<file path="config.mk">
export PLATFORM = sky130hd
export DESIGN_NAME = ahb_rand_master
export DESIGN_NICKNAME = d
export VERILOG_FILES = /design/src/rtl/ahb_rand_pkg.sv /design/src/rtl/ahb_rand_master.sv
export SDC_FILE = /design/constraint.sdc
export NUM_CORES = 1
export LEC_CHECK = 0
export ABC_AREA = 1
export CAP_MARGIN = 30
export CORE_ASPECT_RATIO = 2
export CORE_MARGIN = 2
export CORE_UTILIZATION = 48
export DETAILED_ROUTE_END_ITERATION = 10
export PLACE_DENSITY = 0.82
export SLEW_MARGIN = 0
export SYNTH_ARGS = -nofsm -noshare
export SYNTH_HDL_FRONTEND = slang
export SYNTH_SLANG_ARGS = --single-unit
</file>
<file path="constraint.sdc">
create_clock -name clk -period 2.02 [get_ports clk]
set_input_delay 0.404 -clock clk [delete_from_list [all_inputs] [get_ports clk]]
set_output_delay 0.404 -clock clk [all_outputs]
set_load 0.02 [all_outputs]
</file>
<file path="src/rtl/ahb_rand_pkg.sv">
// Shared types and helpers for the random AHB-Lite traffic master.
// Holds the bus encodings, the FSM state type and the command decoder.
package ahb_rand_pkg;

    typedef enum logic [1:0] {
        TransIdle   = 2'b00,
        TransBusy   = 2'b01,
        TransNonseq = 2'b10,
        TransSeq    = 2'b11
    } htrans_t;

    localparam logic [2:0] HburstSingle = 3'b000;
    localparam logic [2:0] HburstIncr4  = 3'b011;
    localparam logic [2:0] HsizeWord    = 3'b010;
    localparam logic [3:0] HprotDefault = 4'b0011;

    typedef enum logic [1:0] {
        StIdle,
        StAddr,
        StSeq,
        StGap
    } state_t;

    typedef struct packed {
        logic        write;
        logic        incr4;
        logic [1:0]  gap;
        logic [31:0] addr;
    } cmd_t;

    // Start address is forced 16-byte aligned so an INCR4 never leaves its block.
    function automatic cmd_t decode_cmd(input logic [31:0] word, input logic [31:0] base,
                                        input logic [31:0] win_mask);
        cmd_t c;
        c.write = word[0];
        c.incr4 = word[1];
        c.gap   = word[3:2];
        c.addr  = base | (word & win_mask & 32'hFFFF_FFF0);
        return c;
    endfunction

endpackage

</file>
<file path="src/rtl/ahb_rand_master.sv">
// Turns a free-running random word into legal AHB-Lite SINGLE/INCR4 word transfers
// inside an address window, with random idle gaps and completion/error/read-data status.
module ahb_rand_master
    import ahb_rand_pkg::*;
#(
    parameter logic [31:0] ADDR_BASE = 32'h0000_0000,
    parameter int unsigned WIN_LOG2  = 12,
    parameter int unsigned ERR_CNT_W = 16
) (
    input  logic                 clk,
    input  logic                 rstn,
    input  logic                 enable,
    input  logic [31:0]          rand_val,
    input  logic                 HREADY,
    input  logic                 HRESP,
    input  logic [31:0]          HRDATA,
    output logic [31:0]          HADDR,
    output logic [1:0]           HTRANS,
    output logic                 HWRITE,
    output logic [2:0]           HSIZE,
    output logic [2:0]           HBURST,
    output logic [31:0]          HWDATA,
    output logic [3:0]           HPROT,
    output logic                 HMASTLOCK,
    output logic                 busy,
    output logic                 txn_done,
    output logic [31:0]          txn_count,
    output logic [ERR_CNT_W-1:0] err_count,
    output logic [31:0]          rd_xor
);

    localparam logic [31:0] WinMask = 32'((64'd1 << WIN_LOG2) - 64'd1);

    state_t                state_q, state_d;
    cmd_t                  cmd_q;
    logic [1:0]            beat_q;
    logic [1:0]            gap_q;
    logic                  dp_valid_q, dp_write_q, dp_last_q;
    logic [31:0]           hwdata_q;
    logic [31:0]           txn_count_q;
    logic [ERR_CNT_W-1:0]  err_count_q;
    logic [31:0]           rd_xor_q;

    logic load_cmd;
    logic accept;
    logic addr_last;
    logic err_first;
    logic beat_done;

    assign accept    = HREADY && (state_q == StAddr || state_q == StSeq);
    assign addr_last = !cmd_q.incr4 || beat_q == 2'd3;
    assign err_first = dp_valid_q && HRESP && !HREADY;
    assign beat_done = dp_valid_q && HREADY;

    always_ff @(posedge clk) begin
        if (!rstn) state_q <= StIdle;
        else       state_q <= state_d;
    end

    always_comb begin
        state_d  = state_q;
        load_cmd = 1'b0;
        unique case (state_q)
            StIdle: begin
                if (enable) begin
                    state_d  = StAddr;
                    load_cmd = 1'b1;
                end
            end
            StAddr, StSeq: begin
                // An error response abandons whatever is on the address bus.
                if (err_first) begin
                    state_d = StGap;
                end else if (accept) begin
                    if (!addr_last) begin
                        state_d = StSeq;
                    end else if (cmd_q.gap != 2'd0) begin
                        state_d = StGap;
                    end else if (enable) begin
                        state_d  = StAddr;
                        load_cmd = 1'b1;
                    end else begin
                        state_d = StIdle;
                    end
                end
            end
            StGap: begin
                if (gap_q == 2'd0) begin
                    if (enable) begin
                        state_d  = StAddr;
                        load_cmd = 1'b1;
                    end else begin
                        state_d = StIdle;
                    end
                end
            end
            default: state_d = StIdle;
        endcase
    end

    always_comb begin
        HTRANS = TransIdle;
        unique case (state_q)
            StAddr:  HTRANS = TransNonseq;
            StSeq:   HTRANS = TransSeq;
            default: HTRANS = TransIdle;
        endcase
        busy = (state_q == StAddr || state_q == StSeq) || dp_valid_q;
    end

    always_ff @(posedge clk) begin
        if (!rstn) begin
            cmd_q       <= '0;
            beat_q      <= 2'd0;
            gap_q       <= 2'd0;
            dp_valid_q  <= 1'b0;
            dp_write_q  <= 1'b0;
            dp_last_q   <= 1'b0;
            hwdata_q    <= 32'd0;
            txn_count_q <= 32'd0;
            err_count_q <= '0;
            rd_xor_q    <= 32'd0;
        end else begin
            if (load_cmd) begin
                cmd_q  <= decode_cmd(rand_val, ADDR_BASE, WinMask);
                beat_q <= 2'd0;
            end else if (accept && !addr_last) begin
                cmd_q.addr <= cmd_q.addr + 32'd4;
                beat_q     <= beat_q + 2'd1;
            end

            // Gap counter holds (cycles - 1); an error gap is a single idle cycle.
            if (state_q != StGap && state_d == StGap) begin
                gap_q <= err_first ? 2'd0 : cmd_q.gap - 2'd1;
            end else if (state_q == StGap && gap_q != 2'd0) begin
                gap_q <= gap_q - 2'd1;
            end

            if (HREADY) begin
                dp_valid_q <= accept;
                if (accept) begin
                    dp_write_q <= cmd_q.write;
                    dp_last_q  <= addr_last;
                    hwdata_q   <= rand_val;
                end
            end

            if (txn_done) txn_count_q <= txn_count_q + 32'd1;
            if (err_first && err_count_q != '1) err_count_q <= err_count_q + 1'b1;
            if (beat_done && !HRESP && !dp_write_q) rd_xor_q <= rd_xor_q ^ HRDATA;
        end
    end

    assign txn_done  = beat_done && (dp_last_q || HRESP);
    assign HADDR     = cmd_q.addr;
    assign HWRITE    = cmd_q.write;
    assign HBURST    = cmd_q.incr4 ? HburstIncr4 : HburstSingle;
    assign HSIZE     = HsizeWord;
    assign HWDATA    = hwdata_q;
    assign HPROT     = HprotDefault;
    assign HMASTLOCK = 1'b0;
    assign txn_count = txn_count_q;
    assign err_count = err_count_q;
    assign rd_xor    = rd_xor_q;

endmodule

</file>
**Yosys cells after proc, flatten, opt, wreduce, memory -nomap -nowiden**

Index checks and enable logic that the tools add are counted.

- Bits in registers: 157
- Input bits: 69
- Output and inout bits: 160

- Equal/unequal tests: 7
- Mux-type cells: 22
- Reduce and logical (&&, ||, !) cells: 29
- Bitwise logic cells: 2
- Add/subtract/negate cells: 6

Operators by type and width:

| cell | number |
|---|---|
| $add 32x1->32 const B | 1 |
| $add 32x3->32 const B | 1 |
| $xor 32x32->32 | 1 |
| $mux 12 | 2 |
| $mux 2 | 10 |
| $add 16x1->16 const B | 1 |
| $ne 16x16->1 const B | 1 |
| $logic_and 1x1->1 | 11 |
| $eq 2x2->1 const B | 4 |
| $reduce_bool 2->1 | 4 |
| $mux 1 | 7 |
| $pmux 2 s3 | 1 |
| $logic_not 1->1 | 5 |
| $logic_not 2->1 | 2 |
| $logic_or 1x1->1 | 4 |
| $pmux 2 s2 | 1 |
| $reduce_or 2->1 | 2 |
| $sub 2x1->2 const B | 2 |
| $pmux 1 s3 | 1 |
| $add 2x1->2 const B | 1 |
| $eq 2x1->1 const B | 1 |
| $ne 2x2->1 const B | 1 |
| $reduce_and 2->1 | 1 |
| $not 1->1 | 1 |

**Longest topological paths before layout**

Gate-level depths: netlist of the first run.

- Depth after elaboration: 9
- Gate-level depth with buffers: 16
- Gate-level depth less buffers: 15

**Worst setup path before layout of the first run**

No wires, ideal clock.

- Path type: register to register
- Start: register state_q[1]
- End: register cmd_q (netlist bit HADDR[25])
- Data required time: 1.905 ns
- Path buffers: 1
- Setup time: 0.115 ns
- Arrival time: 1.909 ns
- Cell stages (with the launch flop): 13
- Path slack: -0.003 ns
- Period minus slack after synthesis: 2.023 ns
- Cells stage by stage: dfxtp_1 > inv_1 > ha_1 > nand2_2 > buf_6 > nor2_8 > nand2_4 > nor2_4 > nand2_4 > nor2_4 > nand2_1 > xor2_1 > nor2_2

- Cells in the longest elaborated chain, start to end: 7
- Elaborated cells on any way between the ends: 12

Ends and longest elaborated chain:

| element | line | text |
|---|---|---|
| start: declaration | ahb_rand_master.sv:34 | `state_t state_q, state_d;` |
| start signal: assignment | ahb_rand_master.sv:56 | `if (!rstn) state_q <= StIdle;` |
| start signal: assignment | ahb_rand_master.sv:57 | `else state_q <= state_d;` |
| $eq 2x1->1 or $eq 2x2->1 (tied branches) | ahb_rand_master.sv:50, ahb_rand_master.sv:63 |  |
| $logic_or 1x1->1 | ahb_rand_master.sv:50 | `assign accept = HREADY && (state_q == StAddr \|\| state_q == StSeq);` |
| $logic_and 1x1->1 | ahb_rand_master.sv:50 |  |
| $mux 1 | ahb_rand_master.sv:74 | `end else if (accept) begin` |
| $mux 1 | ahb_rand_master.sv:72 | `if (err_first) begin` |
| $pmux 1 s3 | ahb_rand_master.sv:63 | `unique case (state_q)` |
| $reduce_or 2->1 (no source line) | -- |  |
| end signal: assignment | ahb_rand_master.sv:125 | `cmd_q <= decode_cmd(rand_val, ADDR_BASE, WinMask);` |
| end: declaration | ahb_rand_master.sv:35 | `cmd_t cmd_q;` |

Parallel ways exist; a longest one is shown, timed or not.
A chain may end at the register's enable or synchronous reset.

**Worst setup path after layout of the first run**

- Start: register cmd_q (netlist bit HADDR[11])
- End: output HADDR[11]

RTL lines:

| element | line | text |
|---|---|---|
| end: declaration | ahb_rand_master.sv:17 | `output logic [31:0] HADDR,` |

No word-level cell between the ends.

==> results of run 1 <==
==> worst min-delay path by stage <==
| stage | startpoint | endpoint | depth (start not counted) |
|---|---|---|---|
| 2_1_floorplan | cmd_q[33]$_SDFFE_PN0P_ | cmd_q[33]$_SDFFE_PN0P_ | 2 |
| 3_3_place_gp | rd_xor[25]$_SDFFE_PN0P_ | rd_xor[25]$_SDFFE_PN0P_ | 1 |
| 3_5_place_dp | rd_xor[7]$_SDFFE_PN0P_ | rd_xor[7]$_SDFFE_PN0P_ | 1 |
| 4_1_cts | rstn | err_count[11]$_SDFFE_PN0P_ | 3 |
| 5_1_grt | rstn | err_count[13]$_SDFFE_PN0P_ | 3 |
| 6_report | rstn | err_count[11]$_SDFFE_PN0P_ | 3 |
==> power by group through the flow <==
stage	logic (mW)	clock network (mW)	registers [mW]
floorplan	0.421	0	3.36
global placement	0.925	0	3.29
detailed placement	0.936	0	3.29
CTS	0.940	3.37	3.22
global route	1.03	3.48	3.24
finish	0.948	3.32	3.23
==> cell usage in the layout (no fill, tap or decap), types with 3 or more instances in the layout <==
master and n:
sky130_fd_sc_hd__nor2_2 8, sky130_fd_sc_hd__nand4_1 16, sky130_fd_sc_hd__a21oi_1 86, sky130_fd_sc_hd__xor2_1 22, sky130_fd_sc_hd__dfxtp_1 154, sky130_fd_sc_hd__ha_1 8
sky130_fd_sc_hd__inv_1 112, sky130_fd_sc_hd__clkinv_4 3, sky130_fd_sc_hd__inv_6 3, sky130_fd_sc_hd__nand2_4 3, sky130_fd_sc_hd__clkdlybuf4s50_1 211, sky130_fd_sc_hd__nand3_1 33
sky130_fd_sc_hd__o21a_1 6, sky130_fd_sc_hd__and3_1 4, sky130_fd_sc_hd__clkinvlp_4 3, sky130_fd_sc_hd__inv_2 5, sky130_fd_sc_hd__clkbuf_16 17, sky130_fd_sc_hd__nand2_2 6
sky130_fd_sc_hd__o21ai_0 93, sky130_fd_sc_hd__nor3_1 31, sky130_fd_sc_hd__nand2_1 188, sky130_fd_sc_hd__xnor2_1 11, sky130_fd_sc_hd__buf_12 4, sky130_fd_sc_hd__nor3_2 5
sky130_fd_sc_hd__buf_4 58, sky130_fd_sc_hd__nor2_1 195, sky130_fd_sc_hd__dlygate4sd2_1 3, sky130_fd_sc_hd__nor2_8 3, sky130_fd_sc_hd__conb_1 11, sky130_fd_sc_hd__nor2_4 3
==> tightest hold or removal path, cell delays in order <==
cell,delay (ps)
sky130_fd_sc_hd__buf_2,130
sky130_fd_sc_hd__clkinv_1,150
sky130_fd_sc_hd__a21oi_1,60
==> sequential cells by signal (all words and copies together) (netlist names) <==
name        count
HWDATA         32
rd_xor         32
txn_count      32
HADDR          30
err_count      16
cmd_q           3
beat_q          2
gap_q           2
state_q         2
HWRITE          1
dp_last_q       1
dp_valid_q      1
dp_write_q      1
==> stage by stage <==
step / TNS [ps] / power (mW) / utilization, %
after global placement: -4960 / 4.21 / 64.6
after global routing: -16.1 / 7.75 / 69.0
after floorplan: 0 / 3.78 / -
after CTS: 0 / 7.53 / 68.6
after detailed placement: -6700 / 4.23 / 64.6
final: 0 / 7.49 / 69.0
==> layout make-up <==
| class | count | area (µm²) | share of cell area, % |
|---|---|---|---|
| Sequential cell | 155 | 3100 | 28.5 |
| Timing Repair Buffer | 280 | 2690 | 24.7 |
| Multi-Input combinational cell | 758 | 3780 | 34.7 |
| Clock inverter | 13 | 158 | 1.45 |
| Clock buffer | 19 | 453 | 4.16 |
| Tap cell | 201 | 251 | 2.31 |
| Inverter | 119 | 449 | 4.13 |
==> cells by family (layout without fill, tap and decap cells) <==
kind of cell | Yosys count | count (layout)
xor gates and xnor gates | 34 | 34
adders and majority gates | 9 | 9
buffers and inverters | 194 | 431
DFF | 155 | 155
and+or+nand+nor | 509 | 509
other | 2 | 11
AOI/OAI and AO/OA | 195 | 195
==> repair_timing <==
action	in CTS	in global routing
resized for setup	9	13
endpoints found under the setup margin	8	34
buffers inserted	2	2
pin swaps	1	4
==> per-layer routing <==
| layer | vias to the layer above | GRT usage, % | part of all wire, % |
|---|---|---|---|
| li1 | 3931 | - | - |
| met1 | 3602 | 25.2 | 34 |
| met2 | 326 | 52.4 | 54 |
| met3 | 84 | 5.26 | 5.7 |
| met4 | 0 | 16.4 | 5.7 |
| met5 | - | 0 | 0 |
==> key figures, run 1 <==
Outcome
  – Result of the run: finished clean

Placement
  – DP Wirelength: approximately 17000 µm
  – Post-placement setup slack: -240 ps
  – Final RePlAce weighted congestion: 0.953
  – Instance area at placement: just over 0.01 mm²
  – Number of cells in the design after placement: around 1.5k
  – Number of buffers added on ports: ~220

Critical path
  – Endpoint of the most critical setup path: HADDR[11]
  – Class of the most critical setup path: reg2out
  – Worst setup path startpoint: HADDR[11]$_SDFFE_PN0P_
  – Flop-to-flop setup slack: 90 ps
  – Buf/Inv on CP: 1
  – Critical path, cell by cell: clkdlybuf4s50_1
  – Worst path required time: about 1600 ps
  – Worst EP arrival: about 1600 ps
  – Kind of launch point of the worst setup path: register
  – Biggest fanout along the worst timing path: 7
  – Stage delay of the slowest cell on the critical path: about 660 ps
  – Number of stages on the worst setup path: 1
  – Worst setup EP type: primary output
  – Reg2Reg Depth: 12
  – Worst flop-to-flop path endpoint: HADDR[23]$_SDFFE_PP0P_
  – Library cell contributing the largest single delay on the critical path: sky130_fd_sc_hd__clkdlybuf4s50_1
  – Cell class contributing the biggest share of worst-path delay: buffers and inverters
  – Critical R2R Launch: state_q[0]$_SDFF_PN0_

Finish
  – Final cell area excluding filler cells: 0.0109 mm²
  – Layout cell share with drive strength beyond 1: approximately 11%
  – Inserted Diodes: 0
  – Number of nets in the finished design: roughly 1.4k
  – Fill cell count: 1306
  – Post-synthesis to final-layout area growth: 41.2%
  – Non-Filler Instances: 1545

Synth
  – Mux share of post-synthesis cell area: 0%
  – Largest area contributor in the synthesized netlist: sky130_fd_sc_hd__dfxtp_1
  – Number of warnings reported in the yosys synthesis log: 0
  – Area contributors post-synth: sky130_fd_sc_hd__dfxtp_1 (40%), sky130_fd_sc_hd__nor2_1 (9.6%), sky130_fd_sc_hd__nand2_1 (9.3%)
  – Avg Inst Size Synth: around 7 µm²
  – Count of flip-flops with a built-in enable after synthesis: 0
  – Compound-cell area share of the yosys netlist: between 10% and 20%
  – Post-synth design cell area: ~0.0077 mm²
  – Number of cells produced by synthesis: around 1.1k
  – Number of synthesized register bits: approximately 160
  – Async set-or-reset flop fraction in the synthesized netlist: 0%
  – Most frequent cells after synthesis: sky130_fd_sc_hd__nor2_1 (197), sky130_fd_sc_hd__nand2_1 (192), sky130_fd_sc_hd__dfxtp_1 (155)
  – Top_reg_cell synth: sky130_fd_sc_hd__dfxtp_1
  – Share of Yosys cell area claimed by the top area cell type: about two fifths
  – Share of the yosys chip area belonging to registers: about two fifths
  – Area share of and/or/nand/nor cells after synthesis: 29.4%
  – Most frequent cell after synthesis: sky130_fd_sc_hd__nor2_1
  – XOR/XNOR share of the synthesized area: 3.86%
  – Largest family of logic cells by synthesized area: simple AND/OR/NAND/NOR gates
  – Distinct cell type count after synthesis: between 40 and 50
  – Adder-cell area share of the yosys netlist: 1.46%

Pwr
  – Power per standard cell area: approximately 690 mW/mm²
  – Cell internal power dissipation: roughly 5.5 mW
  – Clock network fraction of design power: 44.3%
  – Maximum vdd ir drop: about 0.62 mV
  – Combinational cell fraction of total power: between 10% and 20%
  – Leak: between 4 and 5 nW
  – Switching fraction of total power: 26.3%
  – Sequential share of power: 43.1%
  – P_sw: just under 2 mW

STA
  – Post-layout worst setup margin: about 49 ps
  – Remaining max-slew budget at the tightest pin: 66.9%
  – Clock Skew: about 10 ps
  – Part of the cycle the worst path needs: 97.6%
  – Total count of max-transition violations in the final report: 0
  – Transition at the pin with the smallest max-transition slack: roughly 500 ps
  – Number of endpoints failing setup at the final stage: 0
  – Final hold violation count: 0
  – WHS: approximately 370 ps
  – Peak Freq: 507 MHz
  – Post-layout minimum cycle time: about 2000 ps

Drt
  – WL/cell: ~15 µm
  – Detailed-router iteration count before antenna repair: 5
  – Total wire length after detailed routing: around 23000 µm
  – Antenna viol nets, final: 0
  – Mean number of vias per cell: around 5
  – Vias: 7943
  – Iteration-0 DRC count of the detailed router: roughly 350
  – DRC violation count after routing: 0

Clocking
  – H-tree depth: 4
  – Maximum number of buffers from clock root to sink: 2
  – Total clock buffers created by CTS: 17
  – Clock Sink Count: around 160
  – Clock tree from TritonCTS: yes
  – Skew-Pair Late Insertion Delay: approximately 430 ps
  – Library cell used as clock root buffer: sky130_fd_sc_hd__clkbuf_16
  – Clk slew on worst S/H paths: ~70 ps
  – # hold bufs at CTS: 0

Min path
  – Hold Path Class: in2reg

GRT
  – Number of antenna violations at the first check in global routing: 0
  – Number of global-route vias before repair: between 7k and 8k
  – Overall fraction of global-route tracks in use: 27.1%
  – Global-route wire length before repair: ~37000 µm
  – Overflow left after global routing: 0
  – Pin count of the biggest net entering global routing: 60

Floorplanning
  – Standard cell core area: roughly 0.016 mm²
  – Die span in y: 183 µm
  – Initial Utilization: slightly below 50%
  – Total number of placement rows: between 60 and 70
  – Area enclosed by the die boundary: around 0.017 mm²
  – Top Ports: around 230
  – Die extent in x: between 90 and 100 µm

Run
  – Max-cap viol count: 0
No activity file was read; power rests on OpenSTA's default activity.
==> run 2, diff against run 1 <==
- CORE_UTILIZATION: 48 -> 58
- DONT_BUFFER_PORTS: unset -> 1
- MAX_ROUTING_LAYER: unset -> met4
- PLACE_DENSITY: 0.82 -> 0.77
- clock period: 2.02 -> 1.8 ns (I/O delays scaled with it)
==> key figures, run 2 (synthesis gave the netlist of run 1 again) <==
Floorplanning
  – Total number of placement rows: 59 (-9.2%)
  – Standard cell core area: 0.0130 mm² (-18%)
  – Top Ports: 229 (unchanged)
  – Die extent in x: 85.5 µm (-8.6%)
  – Area enclosed by the die boundary: 0.0143 mm² (-17%)
  – Die span in y: 167 µm (-8.8%)
  – Initial Utilization: 59.3% (+10 points)

STA
  – Final hold violation count: 0 (unchanged)
  – Total count of max-transition violations in the final report: 0 (unchanged)
  – Peak Freq: 545 MHz
  – Setup repair after global routing missed its margin: true
  – Clock Skew: 13.0 ps (+2.54 ps)
  – Part of the cycle the worst path needs: 102%
  – Post-layout minimum cycle time: approximately 1800 ps
  – Number of endpoints failing setup at the final stage: 2 (+2)
  – Post-layout worst setup margin: -34.6 ps (-83.5 ps)

Clocking
  – Skew-Pair Late Insertion Delay: 420 ps (about the same)
  – Maximum number of buffers from clock root to sink: 2 (unchanged)
  – Total clock buffers created by CTS: 17 (unchanged)
  – Library cell used as clock root buffer: sky130_fd_sc_hd__clkbuf_16
  – Clock Sink Count: 155 (unchanged)
  – H-tree depth: 4 (unchanged)
  – Clock tree from TritonCTS: yes
  – Clk slew on worst S/H paths: 60 ps (about the same)

Run
  – Max-cap viol count: 0 (unchanged)

Finish
  – Inserted Diodes: 0 (unchanged)
  – Layout cell share with drive strength beyond 1: 20.5% (+9.8 points)
  – Fill cell count: 1064 (-19%)
  – Post-synthesis to final-layout area growth: 21.6%
  – Number of nets in the finished design: 1275 (-9.5%)
  – Most frequent cells in the layout: sky130_fd_sc_hd__nor2_1 (193), sky130_fd_sc_hd__nand2_1 (182), sky130_fd_sc_hd__dfxtp_1 (151), sky130_fd_sc_hd__buf_4 (137), sky130_fd_sc_hd__inv_1 (109)
  – Most common cell after layout, fill and taps aside: sky130_fd_sc_hd__nor2_1

GRT
  – Number of global-route vias before repair: 7363 (-5.7%)
  – Overflow left after global routing: 0 (unchanged)
  – Pin count of the biggest net entering global routing: 99 (+65%)
  – Number of antenna violations at the first check in global routing: 0 (unchanged)
  – Global-route wire length before repair: 33600 µm (-8.7%)
  – Overall fraction of global-route tracks in use: 30.2% (+3.1 points)

Pwr
  – Total chip power: 7.87 mW (+5.1%)
  – Maximum vdd ir drop: 0.952 mV (+53%)
  – Power per standard cell area: 840 mW/mm² (+22%)
  – Leak: 3.98 nW (-7.8%)

Critical path
  – Library cell contributing the largest single delay on the critical path: sky130_fd_sc_hd__dfxtp_2
  – Worst path required time: 1440 ps (-180 ps)
  – Critical path, cell by cell: inv_2, ha_4, buf_6, or2_4
  – Class of the most critical setup path: reg2out
  – Worst setup EP type: primary output
  – Biggest fanout along the worst timing path: 4 (-3)
  – Kind of launch point of the worst setup path: register
  – Worst EP arrival: 1470 ps (-100 ps)
  – Stage delay of the slowest cell on the critical path: 340 ps (-320 ps)
  – Flop-to-flop setup slack: -20 ps (-110 ps)

Drt
  – WL/cell: 16.2 µm (+7.2%)
  – Total wire length after detailed routing: 22000 µm (-5.5%)
  – Vias: 7503 (-5.5%)
  – Antenna viol nets, final: 0 (unchanged)
  – DRC violation count after routing: 0 (unchanged)
  – Detailed-router iteration count before antenna repair: 5 (unchanged)
  – Mean number of vias per cell: 5.51 (+7.2%)
  – Iteration-0 DRC count of the detailed router: 369 (+4.2%)

Min path
  – Hold Path Class: in2reg

Placement
  – DP Wirelength: 16300 µm (-6.8%)
  – Post-placement setup slack: -48.4 ps (+191 ps)
  – Final RePlAce weighted congestion: 0.990 (+3.9%)
  – Number of buffers added on ports: 0 (-100%)

Outcome
  – Violated checks: setup timing
  – Result of the run: complete, but fails checks
## run 2: changes by cell type in the layout (fill, tap and decap cells not counted), sizes merged
cell	change
clkdlybuf4s50	-211
buf	+81
dlygate4sd2	-3
clkbuf	-2
inv	+2
bufinv	-1
clkdlybuf4s15	-1
## run 2: path summary, 6_finish.rpt
kind                     startpoint                    endpoint  cells after the start
min                            rstn  err_count[12]$_SDFFE_PN0P_                      2
min reg2reg  cmd_q[33]$_SDFFE_PN0P_      cmd_q[33]$_SDFFE_PN0P_                      2
max           state_q[0]$_SDFF_PN0_                        busy                      4
max reg2reg   state_q[1]$_SDFF_PN0_      HADDR[11]$_SDFFE_PN0P_                     12
## run 2: repair_timing
item,CTS,global route
endpoints found under the setup margin,31,43
gates resized for setup,9,48
hold buffers,0,0
gates cloned,1,0
pin swaps,3,22
setup buffers,4,9
## run 2: power by group
group	total (mW)	internal (mW)	switching, mW
Combinational	0.699	0.273	0.426
Clock	3.45	1.93	1.52
Sequential	3.72	3.54	0.185
Total	7.87	5.75	2.13
## run 2: routing by layer
| metal | up-vias | GRT usage [%] | share of wire [%] |
|---|---|---|---|
| met5 | - | - | 0 |
| met4 | 0 | 18.7 | 5.3 |
| met3 | 102 | 7.19 | 6.7 |
| met2 | 322 | 57.0 | 56 |
| met1 | 3415 | 25.3 | 32 |
| li1 | 3664 | - | - |
## run 2: layout make-up
class,instances,area (µm²),area share (%)
multi-input combinational,758,3910,41.7
tap,152,190,2.03
timing repair buffer,146,1140,12.2
inverter,119,464,4.95
sequential,155,3110,33.2
clock inverter,14,138,1.47
clock buffer,17,425,4.54
## run 2: critical path: cells and delay by family (launching register included)
kind	cells	cell delay, ps
and+or+nand+nor	1	260
adders and majority gates	1	260
DFF	1	340
buffers and inverters	2	210
## run 2: metrics by stage
stage                     hold WS [ps]  instances  util (%)  instance area (µm²)  TNS (ps)
after global routing              80.1       1361      72.2                 9380     -1360
after detailed placement           452       1316      65.4                 8500      -817
after CTS                         61.2       1352      70.3                 9130     -35.1
after floorplan                    433       1107         -                 7760     -26.0
after global placement             446       1316      65.4                 8500     -29.9
final                             89.4       1361      72.2                 9380     -52.6
==> run 3, diff against run 2 <==
- clock period: 1.8 -> 1.5 ns (I/O delays scaled with it)
==> key figures, run 3 (synthesis gave the netlist of run 1 again) <==
Critical path
  – Worst path required time: 1810 ps (+370 ps)
  – Biggest fanout along the worst timing path: 10 (+6)
  – Kind of launch point of the worst setup path: register
  – Worst EP arrival: 2190 ps (+720 ps)
  – Class of the most critical setup path: reg2reg
  – Flop-to-flop setup slack: -390 ps (-370 ps)
  – Worst setup EP type: register

GRT
  – GR Layer Usage met3: 6.54% (-0.64 points)
  – Met1 usage in global routing: 30.5% (+5.3 points)
  – Overall fraction of global-route tracks in use: 33.8% (+3.5 points)
  – Number of antenna violations at the first check in global routing: 1 (+1)
  – Pin count of the biggest net entering global routing: 93 (-6.1%)
  – Overflow left after global routing: 0 (unchanged)
  – GR Util met2: 60.9% (+3.9 points)
  – Global routing's busiest layer: met2
  – Global-route wire length before repair: 37300 µm (+11%)
  – Number of global-route vias before repair: 8034 (+9.1%)

Min path
  – Hold Path Class: in2reg

Finish
  – Number of nets in the finished design: 1353 (+6.1%)
  – Most frequent cells in the layout: sky130_fd_sc_hd__buf_4 (200), sky130_fd_sc_hd__nor2_1 (168), sky130_fd_sc_hd__nand2_1 (163), sky130_fd_sc_hd__dfxtp_1 (127), sky130_fd_sc_hd__inv_1 (104)
  – Post-synthesis to final-layout area growth: 38.2%
  – End-of-flow core utilization: 82.0% (+9.9 points)
  – Most common cell after layout, fill and taps aside: sky130_fd_sc_hd__buf_4
  – Layout cell share with drive strength beyond 1: 34.1% (+14 points)

STA
  – Peak Freq: 530 MHz
  – Setup repair after global routing missed its margin: true
  – Total count of max-transition violations in the final report: 0 (unchanged)
  – Post-layout minimum cycle time: 1890 ps
  – Setup TNS: -10810 ps (-10760 ps)
  – Part of the cycle the worst path needs: 126%
  – Post-layout worst setup margin: -387 ps (-352 ps)
  – Number of endpoints failing setup at the final stage: 53 (+51)
  – Final hold violation count: 1 (+1)
  – Clock Skew: 12.8 ps (-0.248 ps)
  – WHS: -1.43 ps (-90.8 ps)

Drt
  – Mean number of vias per cell: 5.75 (+4.4%)
  – Iteration-0 DRC count of the detailed router: 584 (+58%)
  – DRC violation count after routing: 0 (unchanged)
  – WL/cell: 18.1 µm (+12%)
  – Detailed-router iteration count before antenna repair: 5 (unchanged)
  – Total wire length after detailed routing: 26100 µm (+19%)
  – Antenna viol nets, final: 0 (unchanged)
  – Vias: 8286 (+10%)

Floorplanning
  – Total number of placement rows: 59 (unchanged)
  – Initial Utilization: 59.3% (unchanged)
  – Top Ports: 229 (unchanged)
  – Area enclosed by the die boundary: 0.0143 mm² (unchanged)
  – Standard cell core area: 0.0130 mm² (unchanged)
  – Die span in y: 167 µm (unchanged)
  – Die extent in x: 85.5 µm (unchanged)

Outcome
  – Violated checks: hold timing, setup timing
  – Result of the run: complete, but fails checks

Placement
  – Post-placement setup slack: -286 ps (-237 ps)
  – Final RePlAce weighted congestion: 0.942 (-4.8%)
  – DP Wirelength: 16300 µm (+0.50%)
  – Number of buffers added on ports: 0 (unchanged)

Pwr
  – Cell internal power dissipation: 7.00 mW (+22%)
  – Maximum vdd ir drop: 1.08 mV (+13%)
  – Sequential share of power: 45.3% (-2.0 points)
  – Clock network fraction of design power: 44.4% (+0.6 points)
  – Switching fraction of total power: 28.7% (+1.6 points)
  – Combinational cell fraction of total power: 10.3% (+1.4 points)
  – Power per standard cell area: 921 mW/mm² (+9.7%)
  – Leak: 4.63 nW (+16%)
  – P_sw: 2.82 mW (+32%)

Clocking
  – Clock Sink Count: 155 (unchanged)
  – Clock tree from TritonCTS: yes
  – Maximum number of buffers from clock root to sink: 2 (unchanged)
  – Total clock buffers created by CTS: 17 (unchanged)
  – Library cell used as clock root buffer: sky130_fd_sc_hd__clkbuf_16
  – Clk slew on worst S/H paths: 70 ps (about the same)
  – Skew-Pair Late Insertion Delay: 430 ps (about the same)
  – H-tree depth: 4 (unchanged)

Run
  – Max-cap viol count: 0 (unchanged)
-- run 3: cell count changes in the layout (fill, tap and decap cells not counted), moves of 15 or more --
cell,delta
sky130_fd_sc_hd__o21ai_1,+15
sky130_fd_sc_hd__nand2_1,-19
sky130_fd_sc_hd__nor2_1,-25
sky130_fd_sc_hd__o21ai_0,-18
sky130_fd_sc_hd__buf_4,+63
sky130_fd_sc_hd__dfxtp_1,-24
sky130_fd_sc_hd__dfxtp_2,+15
-- run 3: power groups by stage --
| stage | clock network, mW | logic, mW | registers [mW] |
|---|---|---|---|
| after floorplan | 0 | 0.591 | 4.53 |
| after CTS | 4.34 | 0.847 | 4.45 |
| after global routing | 4.53 | 1.09 | 4.46 |
| final | 4.36 | 1.01 | 4.45 |
| after detailed placement | 0 | 0.786 | 4.54 |
| after global placement | 0 | 0.766 | 4.54 |
-- run 3: metrics by stage --
step | cells | total power [mW] | cell area [µm²]
CTS | 1422 | 9.64 | 9980
finish | 1440 | 9.82 | 10700
global route | 1440 | 10.1 | 10700
floorplan | 1107 | 5.12 | 7860
detailed placement | 1376 | 5.33 | 9060
global placement | 1376 | 5.31 | 9060
-- run 3: cell type report --
| type | instances | area, µm² |
|---|---|---|
| inverter | 119 | 464 |
| clock buffer | 17 | 425 |
| sequential | 155 | 3160 |
| clock inverter | 14 | 154 |
| multi-input combinational | 758 | 4380 |
| tap | 152 | 190 |
| timing repair buffer | 224 | 1880 |
| fill | 789 | 2340 |
| antenna | 1 | 2.50 |
-- run 3: critical path, stage by stage, from the launching register on --
cell and delay [ps]:
sky130_fd_sc_hd__dfxtp_2 340, sky130_fd_sc_hd__inv_2 50, sky130_fd_sc_hd__ha_4 290, sky130_fd_sc_hd__nand2_8 90, sky130_fd_sc_hd__inv_8 70, sky130_fd_sc_hd__nand2_4 50
sky130_fd_sc_hd__o221ai_4 200, sky130_fd_sc_hd__nand2_4 120, sky130_fd_sc_hd__clkbuf_16 190, sky130_fd_sc_hd__o21ai_0 250, sky130_fd_sc_hd__nor2_1 110
-- run 3: metal layers --
metal / vias up / share of wire [%] / wire (µm)
li1: 3830 / - / -
met1: 3820 / 32 / 8450
met2: 467 / 54 / 14000
met3: 169 / 6.7 / 1760
met4: 0 / 7.2 / 1890
met5: - / 0 / 0
-- run 3: worst paths after layout --
kind | start | end | cells past startpoint
worst max-delay path | state_q[0]$_SDFF_PN0_ | HADDR[7]$_SDFFE_PN0P_ | 10
worst min-delay path | rstn | err_count[0]$_SDFFE_PN0P_ | 2
worst max register to register | state_q[0]$_SDFF_PN0_ | HADDR[7]$_SDFFE_PN0P_ | 10
worst min register to register | beat_q[1]$_SDFFE_PP0P_ | beat_q[1]$_SDFFE_PP0P_ | 2
-- run 3: timing repair --
action,CTS,global route
hold buffers,1,1
gates resized for setup,55,153
pin swaps,17,50
endpoints found under the hold margin,7,4
setup buffers,13,15
gates cloned,1,3
setup endpoints to repair,63,84
